`src/rtl/dcm_lock_supervisor_if.sv`:
```
// Status/control bundle between the DCM lock supervisor and its environment.
//   master : supervisor side (samples DCM status and requests, drives resets/status)
//   slave  : environment side (DCM model, clock service controller)
// Signals:
//   dcm_locked  DCM LOCKED, asynchronous to the supervisor clock
//   clkin_stop  DCM STATUS[1] (CLKIN stopped), asynchronous
//   req_reset   single-cycle request to restart the DCM sequence
//   clear_fault single-cycle request to leave FAULT and retry
//   dcm_rst     DCM RST drive, active-high
//   rst_out_n   downstream reset, active-low
//   ready       high only while running with a stable lock
//   fault       high only in the fault state
//   retry_cnt   failed attempts in the current sequence
//   unlock_cnt  lock losses seen while running, saturating
interface dcm_lock_supervisor_if;
  logic       dcm_locked;
  logic       clkin_stop;
  logic       req_reset;
  logic       clear_fault;
  logic       dcm_rst;
  logic       rst_out_n;
  logic       ready;
  logic       fault;
  logic [3:0] retry_cnt;
  logic [7:0] unlock_cnt;

  modport master (
    input  dcm_locked, clkin_stop, req_reset, clear_fault,
    output dcm_rst, rst_out_n, ready, fault, retry_cnt, unlock_cnt
  );

  modport slave (
    output dcm_locked, clkin_stop, req_reset, clear_fault,
    input  dcm_rst, rst_out_n, ready, fault, retry_cnt, unlock_cnt
  );
endinterface

```
`src/rtl/dcm_lock_supervisor.sv`:
```
// Sequences the DCM reset/lock cycle and gates the downstream system reset.
// Pulses DCM reset, waits for lock, requires the lock to stay stable before releasing the
// downstream reset, retries on failure and parks in FAULT after repeated failures.
// Must be clocked from the free-running reference clock, never from a DCM output.
// Ports:
//   clk_i   reference clock
//   rst_ni  asynchronous active-low reset
//   bus_io  status/control bundle (see dcm_lock_supervisor_if)
module dcm_lock_supervisor #(
  parameter int unsigned RstCycles    = 4,
  parameter int unsigned LockTimeout  = 1024,
  parameter int unsigned SettleCycles = 64,
  parameter int unsigned MaxRetries   = 3
) (
  input  logic                    clk_i,
  input  logic                    rst_ni,
  dcm_lock_supervisor_if.master   bus_io
);

  localparam int unsigned MaxRs  = (RstCycles > SettleCycles) ? RstCycles : SettleCycles;
  localparam int unsigned MaxCyc = (LockTimeout > MaxRs) ? LockTimeout : MaxRs;
  localparam int unsigned TimerW = (MaxCyc > 2) ? $clog2(MaxCyc) : 1;

  typedef enum logic [2:0] {StHold, StWait, StSettle, StRun, StFault} state_e;

  state_e            state_q, state_d;
  logic [TimerW-1:0] timer_q, timer_d;
  logic [3:0]        retry_q, retry_d;
  logic [7:0]        unlock_q, unlock_d;
  logic [1:0]        lock_sync_q, stop_sync_q;
  logic              dcm_rst_q, rst_out_n_q, ready_q, fault_q;
  logic              lk;
  logic              attempt_failed;

  // Lock is only trusted while CLKIN is also running.
  assign lk = lock_sync_q[1] & ~stop_sync_q[1];

  always_comb begin
    state_d        = state_q;
    retry_d        = retry_q;
    unlock_d       = unlock_q;
    attempt_failed = 1'b0;
    unique case (state_q)
      StHold: begin
        if (timer_q == TimerW'(RstCycles - 1)) state_d = StWait;
      end
      StWait: begin
        // Timeout outranks a concurrent restart request so the retry is counted.
        if (lk)                                        state_d = StSettle;
        else if (timer_q == TimerW'(LockTimeout - 1))  attempt_failed = 1'b1;
        else if (bus_io.req_reset)                     state_d = StHold;
      end
      StSettle: begin
        if (!lk)                                        attempt_failed = 1'b1;
        else if (timer_q == TimerW'(SettleCycles - 1))  state_d = StRun;
        else if (bus_io.req_reset)                      state_d = StHold;
      end
      StRun: begin
        // Lock loss and restart request collapse into a single restart.
        if (!lk) begin
          if (unlock_q != 8'hFF) unlock_d = unlock_q + 8'd1;
          state_d = StHold;
        end else if (bus_io.req_reset) begin
          state_d = StHold;
        end
      end
      StFault: begin
        if (bus_io.clear_fault) begin
          retry_d = 4'd0;
          state_d = StHold;
        end
      end
      default: state_d = StHold;
    endcase

    if (attempt_failed) begin
      retry_d = retry_q + 4'd1;
      state_d = (retry_d == 4'(MaxRetries)) ? StFault : StHold;
    end

    if (state_d == StRun && state_q != StRun) retry_d = 4'd0;

    // RUN and FAULT have no terminal count, so the timer rests at zero there.
    if (state_d != state_q || state_d == StRun || state_d == StFault) timer_d = '0;
    else                                                              timer_d = timer_q + TimerW'(1);
  end

  // Outputs are decoded from the next state so they move on the transition edge.
  always_ff @(posedge clk_i or negedge rst_ni) begin
    if (!rst_ni) begin
      state_q     <= StHold;
      timer_q     <= '0;
      retry_q     <= 4'd0;
      unlock_q    <= 8'd0;
      lock_sync_q <= 2'b00;
      stop_sync_q <= 2'b00;
      dcm_rst_q   <= 1'b1;
      rst_out_n_q <= 1'b0;
      ready_q     <= 1'b0;
      fault_q     <= 1'b0;
    end else begin
      state_q     <= state_d;
      timer_q     <= timer_d;
      retry_q     <= retry_d;
      unlock_q    <= unlock_d;
      lock_sync_q <= {lock_sync_q[0], bus_io.dcm_locked};
      stop_sync_q <= {stop_sync_q[0], bus_io.clkin_stop};
      dcm_rst_q   <= (state_d == StHold) || (state_d == StFault);
      rst_out_n_q <= (state_d == StRun);
      ready_q     <= (state_d == StRun);
      fault_q     <= (state_d == StFault);
    end
  end

  assign bus_io.dcm_rst    = dcm_rst_q;
  assign bus_io.rst_out_n  = rst_out_n_q;
  assign bus_io.ready      = ready_q;
  assign bus_io.fault      = fault_q;
  assign bus_io.retry_cnt  = retry_q;
  assign bus_io.unlock_cnt = unlock_q;

endmodule
```
`src/flat_wrapper.sv`:
```
// flat-port wrapper written by rule: the top's interface ports become plain ports
module dcm_lock_supervisor_flat 
#(
  parameter int unsigned RstCycles    = 4,
  parameter int unsigned LockTimeout  = 1024,
  parameter int unsigned SettleCycles = 64,
  parameter int unsigned MaxRetries   = 3
)
  (clk_i, rst_ni, bus_io_dcm_locked, bus_io_clkin_stop, bus_io_req_reset, bus_io_clear_fault, bus_io_dcm_rst, bus_io_rst_out_n, bus_io_ready, bus_io_fault, bus_io_retry_cnt, bus_io_unlock_cnt);
  dcm_lock_supervisor_if bus_io_i ();
  input  logic clk_i;
  input  logic rst_ni;
  input wire logic [$bits(bus_io_i.dcm_locked)-1:0] bus_io_dcm_locked;
  input wire logic [$bits(bus_io_i.clkin_stop)-1:0] bus_io_clkin_stop;
  input wire logic [$bits(bus_io_i.req_reset)-1:0] bus_io_req_reset;
  input wire logic [$bits(bus_io_i.clear_fault)-1:0] bus_io_clear_fault;
  output wire logic [$bits(bus_io_i.dcm_rst)-1:0] bus_io_dcm_rst;
  output wire logic [$bits(bus_io_i.rst_out_n)-1:0] bus_io_rst_out_n;
  output wire logic [$bits(bus_io_i.ready)-1:0] bus_io_ready;
  output wire logic [$bits(bus_io_i.fault)-1:0] bus_io_fault;
  output wire logic [$bits(bus_io_i.retry_cnt)-1:0] bus_io_retry_cnt;
  output wire logic [$bits(bus_io_i.unlock_cnt)-1:0] bus_io_unlock_cnt;
  assign bus_io_i.dcm_locked = bus_io_dcm_locked;
  assign bus_io_i.clkin_stop = bus_io_clkin_stop;
  assign bus_io_i.req_reset = bus_io_req_reset;
  assign bus_io_i.clear_fault = bus_io_clear_fault;
  assign bus_io_dcm_rst = bus_io_i.dcm_rst;
  assign bus_io_rst_out_n = bus_io_i.rst_out_n;
  assign bus_io_ready = bus_io_i.ready;
  assign bus_io_fault = bus_io_i.fault;
  assign bus_io_retry_cnt = bus_io_i.retry_cnt;
  assign bus_io_unlock_cnt = bus_io_i.unlock_cnt;
  dcm_lock_supervisor #(.RstCycles(RstCycles), .LockTimeout(LockTimeout), .SettleCycles(SettleCycles), .MaxRetries(MaxRetries)) u_core (.clk_i(clk_i), .rst_ni(rst_ni), .bus_io(bus_io_i));
endmodule
```
`config.mk`:
```
export PLATFORM = sky130hd
export DESIGN_NAME = dcm_lock_supervisor_flat
export DESIGN_NICKNAME = d
export VERILOG_FILES = /design/src/rtl/dcm_lock_supervisor_if.sv /design/src/rtl/dcm_lock_supervisor.sv /design/src/flat_wrapper.sv
export SDC_FILE = /design/constraint.sdc
export NUM_CORES = 1
export LEC_CHECK = 0
export ABC_CLOCK_PERIOD_IN_PS = 5600
export BUFFER_PORTS_ARGS = -buffer_cell sky130_fd_sc_hd__buf_4
export CAP_MARGIN = 10
export CORE_UTILIZATION = 55
export DETAILED_ROUTE_END_ITERATION = 8
export PLACE_DENSITY_LB_ADDON = 0.12
export SYNTH_ARGS = -nofsm -noshare
export SYNTH_HDL_FRONTEND = slang
export SYNTH_SLANG_ARGS = --single-unit
```
`constraint.sdc`:
```
create_clock -name clk_i -period 5.6 [get_ports clk_i]
set_input_delay 0.84 -clock clk_i [delete_from_list [all_inputs] [get_ports clk_i]]
set_output_delay 0.84 -clock clk_i [all_outputs]
set_load 0.01 [all_outputs]
```
==> results_dict.tcl, run 1 <==
set metrics [dict create \
    wl_per_cell_um 14.0 \
    critPathLaunchType "register" \
    synth-seq-cells 32 \
    synthCells 153 \
    ir_worst_vdd_mv 0.228 \
    power_frac_seq_pct 43.8 \
    clk_pin_slew_worst_paths_ps 90 \
    synth_area_per_cell_um2 10.9 \
    cp-end-kind "register" \
    syn_to_final_growth_pct 12.5 \
    firstDrtPassIters 6 \
    dieArea_um2 3250 \
    fin_crit_sh_pct 45.3 \
    finalNonFillerCells 207 \
    dp.cells 199 \
    swShare_pct 38.7 \
    power_density_nw_per_um2 413 \
    die_w_um 57.0 \
    violations "design-rule violations" \
    yosysWarnings 0 \
    drive_gt1_share_pct 24.4 \
    antenna_cells 0 \
    overflow 0 \
    numCtsBuffers 5 \
    maxCapViolCount 0 \
    power.total_w 0.000771 \
    h-tree-depth 2 \
    port_buffers 21 \
    cts_setup_buffers 0 \
    cts_tree "built" \
    finClkSkew_ps 8.37 \
    crit_fanout 11 \
    finalCriticalPeriod_ps 2540 \
    combinationalPowerShare_pct 38.4 \
    hold_path.class "reg -> reg" \
    grt_max_degree 33 \
    cp.required_ps 5790 \
    syn_area_um2 1660 \
    tightestPinTransition_ps 822 \
    clk_latency_ps 330 \
    viasPerCell 5.76 \
    crit_path_top_delay_cell "o21ai_1" \
    whs_ps 358 \
    hold_viol 0 \
    vias 1192 \
    worst-path-buf-inv 0 \
    die_h_um 57.0 \
    grtUsageTotal_pct 20.3 \
    ys_seq_area_share_pct 48.3 \
    cts_num_sinks 32 \
    cts.path.max_buffers 2 \
    drcViolationCount 4 \
    arrival_ps 2730 \
    wl_mm 2.90 \
    cts_resized 0 \
    clkPwrFrac_pct 17.9 \
    rsz0062_at_grt "no" \
    ys_types 44 \
    antenna_found_initial 0 \
    relSlewSlack_pct 44.8 \
    max_stage_delay_ps 580 \
    p_leak_nw 0.814 \
    crit_chain "ha_1 > nand3_1 > nor4_2 > o21ai_1 > nor3b_1 > a211oi_4 > nor3_1" \
    p_switching_w 0.000299 \
    internal_power_w 0.000473 \
    fin_nets 185 \
    setup_tns_ps 0 \
    slew_violations 0 \
    io_pins 22 \
    cp_top_family "compound AO/OA/AOI/OAI gates" \
    dp_hpwl_mm 2.13 \
    grt_pass1_wl_mm 5.04 \
    critPathKind "reg -> reg" \
    ant_nets 0 \
    clock-root-buffer "clkbuf_4" \
    start_util_pct 59.2 \
    status "finished with violations" \
    clock.fmax_mhz 394 \
    setup_viol 0 \
    rows 19 \
    grt_pass1_vias 1144 \
    coreArea_um2 2810 \
    drt-initial-drc-count 46 \
    syn-num-nets 163 \
    ctsHoldBuffers 0 \
    gp_congestion 0.896 \
]
-- cell usage after synthesis (all sizes together) --
cell | instances | share of area [%]
a211oi | 1 | 1.2
a21oi | 2 | 1.3
a311oi | 1 | 0.53
a31oi | 2 | 1.7
a41oi | 1 | 0.53
and2 | 1 | 0.38
and3 | 1 | 0.38
and4 | 1 | 0.53
buf | 6 | 2.9
dfrtp | 31 | 47
dfstp | 1 | 1.6
ha | 4 | 3.0
inv | 4 | 0.90
mux2 | 1 | 0.68
nand2 | 14 | 3.2
nand2b | 2 | 1.7
nand3 | 6 | 1.8
nand4 | 4 | 1.5
nand4bb | 1 | 0.68
nor2 | 12 | 2.7
nor2b | 2 | 0.75
nor3 | 12 | 4.5
nor3b | 5 | 2.6
nor4 | 2 | 1.1
nor4b | 2 | 1.1
o211ai | 1 | 0.45
o21a | 1 | 0.45
o21ai | 6 | 1.8
o221a | 1 | 0.68
o22ai | 3 | 1.1
o41ai | 1 | 0.53
or2 | 1 | 0.53
or3b | 1 | 0.53
or4 | 1 | 0.68
xnor2 | 9 | 4.7
xor2 | 9 | 4.7
-- routing by layer --
metal	global-route usage, %	routed length (um)
met5	0	0
met4	6.97	32
met1	26.5	1340
met2	32.1	1380
met3	6.80	152
-- layout make-up --
class,count,area [um2]
fillers,222,936
flip-flops and latches,32,802
multi-input cells,111,797
repair buffers,21,158
clock buffers,8,58.8
well taps,31,38.8
inverters,4,15.0
-- layout by cell type (no fill, tap or decap), types with 3 or more instances in the layout --
master    Yosys  routed
nand4_1       4       4
nand2_1      14      14
buf_4         2      21
nand3_1       6       6
dfrtp_1      31      31
nor3_1        9       9
nor3_2        3       3
nor3b_1       4       4
ha_1          4       4
xnor2_1       9       9
inv_1         4       4
xor2_1        9       9
nor2_1       12      12
o22ai_1       3       3
clkbuf_4      0       5
o21ai_0       5       5
-- registers in the layout, indices dropped and copies added (netlist names) --
register and cells:
u_core.bus_io.retry_cnt 4, u_core.timer_q 10, u_core.bus_io.dcm_rst 1, u_core.lock_sync_q 2, u_core.bus_io.unlock_cnt 8, u_core.stop_sync_q 2
u_core.bus_io.fault 1, u_core.bus_io.rst_out_n 1, u_core.state_q 3
-- cell families (layout without fill, tap and decap cells) --
group	after synthesis	after routing	synth area share, %
simple gates	68	68	24.5
flops	32	32	48.3
compound gates	20	20	10.2
xor+xnor	18	18	9.49
buf+inv	10	33	3.76
fa+ha+maj	4	4	3.01
mux	1	1	0.678
-- power groups by stage --
stage / sequential (W) / clock (W) / combinational, W
after floorplan: 0.000330 / 0 / 0.000223
after global placement: 0.000338 / 0 / 0.000289
after detailed placement: 0.000342 / 0 / 0.000299
after CTS: 0.000337 / 0.000143 / 0.000300
after global routing: 0.000347 / 0.000149 / 0.000327
final: 0.000337 / 0.000138 / 0.000296
-- worst paths after layout --
kind                                                          endpoint  slack, ps  depth (start not counted)                             from
worst min-delay path                   u_core.lock_sync_q[1]$_DFF_PN0_        360                          0  u_core.lock_sync_q[0]$_DFF_PN0_
worst max register to register             u_core.timer_q[9]$_DFF_PN0_       3060                          7      u_core.timer_q[0]$_DFF_PN0_
worst max-delay path                       u_core.timer_q[9]$_DFF_PN0_       3060                          7      u_core.timer_q[0]$_DFF_PN0_
min in group asynchronous       u_core.bus_io.retry_cnt[0]$_DFFE_PN0P_        420                          1                           rst_ni
worst min register to register         u_core.lock_sync_q[1]$_DFF_PN0_        360                          0  u_core.lock_sync_q[0]$_DFF_PN0_
max in group asynchronous              u_core.bus_io.dcm_rst$_DFF_PN1_       4860                          1                           rst_ni
-- metrics by stage --
stage	area, um2	util, %	setup slack [ps]
after floorplan	1660	-	3490
after global placement	1810	64.5	3170
after detailed placement	1810	64.5	3050
after CTS	1870	66.6	3050
after global routing	1870	66.6	2840
final	1870	66.6	3060
No activity file was read; power rests on OpenSTA's default activity.
==> run 2: changes to the inputs <==
--- a/config.mk
+++ b/config.mk
@@ -5,7 +5,7 @@
 export SDC_FILE = /design/constraint.sdc
 export NUM_CORES = 1
 export LEC_CHECK = 0
-export ABC_CLOCK_PERIOD_IN_PS = 5600
+export ABC_CLOCK_PERIOD_IN_PS = 2700
 export BUFFER_PORTS_ARGS = -buffer_cell sky130_fd_sc_hd__buf_4
 export CAP_MARGIN = 10
 export CORE_UTILIZATION = 55
==> constraint.sdc (replaced) <==
create_clock -name clk_i -period 2.7 [get_ports clk_i]
set_input_delay 0.405 -clock clk_i [delete_from_list [all_inputs] [get_ports clk_i]]
set_output_delay 0.405 -clock clk_i [all_outputs]
set_load 0.01 [all_outputs]
==> run 2 against run 1 <==
The flow still finishes with violations (design-rule violations). Fmax is 5.2% higher. Die area stayed put. Final area is 2.9% higher.
==> results_dict.tcl, run 2 (synthesized netlist as in run 1, its figures left out) <==
set metrics [dict create \
    status "finished with violations" \
    violations "design-rule violations" \
    h-tree-depth 2 \
    tightestPinTransition_ps 515 \
    crit_path_top_delay_cell "or4_4" \
    cp.required_ps 2910 \
    crit_path_end "u_core.timer_q[3]$_DFF_PN0_" \
    clock.fmax_mhz 414 \
    io_pins 22 \
    ir_worst_vdd_mv 0.516 \
    largest_register_ffs 10 \
    hold_depth 1 \
    hold_viol 0 \
    port_buffers 21 \
    final_cell_mix "dfrtp_1, buf_4, nand2_1, nor2_1" \
    relSlewSlack_pct 65.5 \
    internal_power_w 0.00105 \
    clkPwrFrac_pct 21.7 \
    dp_hpwl_mm 2.15 \
    arrival_ps 2620 \
    power_frac_seq_pct 41.5 \
    cts_tree "built" \
    numCtsBuffers 5 \
    critical_path_depth 7 \
    clock-root-buffer "clkbuf_4" \
    startpoint "u_core.timer_q[0]$_DFF_PN0_" \
    grt_pass1_wl_mm 5.13 \
    die_h_um 57.0 \
    hold_path.class "in -> reg" \
    wl_per_cell_um 14.2 \
    antenna_found_initial 0 \
    grtUsageTotal_pct 21.3 \
    viasPerCell 5.72 \
    cp-end-kind "register" \
    setup_viol 0 \
    finalCriticalPeriod_ps 2410 \
    finClkSkew_ps 12.6 \
    drt-initial-drc-count 81 \
    dieArea_um2 3250 \
    combinationalPowerShare_pct 36.8 \
    clk_pin_slew_worst_paths_ps 100 \
    rsz0062_at_grt "no" \
    cts_setup_buffers 0 \
    ant_nets 0 \
    fin_crit_sh_pct 89.4 \
    slew_violations 0 \
    power.total_w 0.00169 \
    final_common_cell "dfrtp_1" \
    worst-path-buf-inv 0 \
    rr_endpoint "u_core.timer_q[3]$_DFF_PN0_" \
    r2r_start "u_core.timer_q[0]$_DFF_PN0_" \
    crit_chain "ha_1 > nand3_1 > or4_4 > a21oi_1 > nor4_1 > a211oi_4 > nor3_1" \
    swShare_pct 37.7 \
    start_util_pct 59.2 \
    cts_resized 0 \
    antenna_cells 0 \
    power_density_nw_per_um2 880 \
    cp_top_family "simple AND/OR/NAND/NOR gates" \
    overflow 0 \
    r2r_setup_slack_ps 290 \
    clk_latency_ps 350 \
    syn_to_final_growth_pct 15.7 \
    wl_mm 3.00 \
    drive_gt1_share_pct 26.7 \
    reg2regPathDepth 7 \
    gp_congestion 0.869 \
    grt_max_degree 33 \
    critPathLaunchType "register" \
    p_switching_w 0.000638 \
    cts_num_sinks 32 \
    cts.path.max_buffers 2 \
    firstDrtPassIters 6 \
    rows 19 \
    setup_tns_ps 0 \
    maxCapViolCount 0 \
    die_w_um 57.0 \
    grt_pass1_vias 1173 \
    fin_nets 189 \
    vias 1206 \
    p_leak_nw 0.842 \
    crit_fanout 10 \
    coreArea_um2 2810 \
    max_stage_delay_ps 480 \
    critPathKind "reg -> reg" \
    drcViolationCount 4 \
    max_flop_register "u_core.timer_q" \
]
==> run 2: per-layer routing <==
layer | share of wire (%) | vias to the layer above | GRT usage, %
li1 | - | 592 | -
met4 | 2.1 | 0 | 12.5
met2 | 47 | 27 | 33.9
met5 | 0 | - | 0
met1 | 46 | 580 | 26.0
met3 | 4.4 | 7 | 5.67
==> run 2: worst reg2reg max path, stage by stage, from the launching register on <==
cell and delay, ps:
dfrtp_1 430, ha_1 230, nand3_1 220, or4_4 480, a21oi_1 230, nor4_1 110, a211oi_4 450, nor3_1 130
==> run 2: final cells by class <==
type | count | area, um2
fillers | 215 | 882
well taps | 31 | 38.8
clock buffers | 5 | 37.5
clock inverters | 3 | 42.5
multi-input cells | 111 | 797
inverters | 4 | 15.0
repair buffers | 25 | 190
flip-flops and latches | 32 | 802
==> run 2: worst min-delay path by stage <==
stage / startpoint / to
after global placement: u_core.stop_sync_q[0]$_DFF_PN0_ / u_core.stop_sync_q[1]$_DFF_PN0_
after CTS: bus_io_dcm_locked / u_core.lock_sync_q[0]$_DFF_PN0_
after floorplan: rst_ni / u_core.bus_io.fault$_DFF_PN0_
final: bus_io_dcm_locked / u_core.lock_sync_q[0]$_DFF_PN0_
after global routing: bus_io_dcm_locked / u_core.lock_sync_q[0]$_DFF_PN0_
after detailed placement: u_core.lock_sync_q[0]$_DFF_PN0_ / u_core.lock_sync_q[1]$_DFF_PN0_
==> run 2: timing repair <==
item | CTS | global route
hold buffers | 1 | 0
endpoints found under the setup margin | 0 | 0
hold endpoints to repair | 31 | 0
==> run 2: stage by stage <==
stage	instances	hold slack [ps]	setup WS, ps	cell area [um2]	util (%)
3_5_place_dp	202	345	311	1830	65.3
5_1_grt	211	142	89.2	1920	68.6
4_1_cts	211	146	289	1920	68.6
3_3_place_gp	202	332	437	1830	65.3
6_report	211	163	287	1920	68.6
2_1_floorplan	153	109	586	1660	-
==> run 2: power groups by stage <==
stage                     Sequential, W  Combinational, W  Clock [W]
after floorplan                0.000684          0.000463          0
after global placement         0.000700          0.000609          0
after detailed placement       0.000711          0.000623          0
after CTS                      0.000702          0.000631   0.000377
after global routing           0.000721          0.000695   0.000389
final                          0.000702          0.000623   0.000367
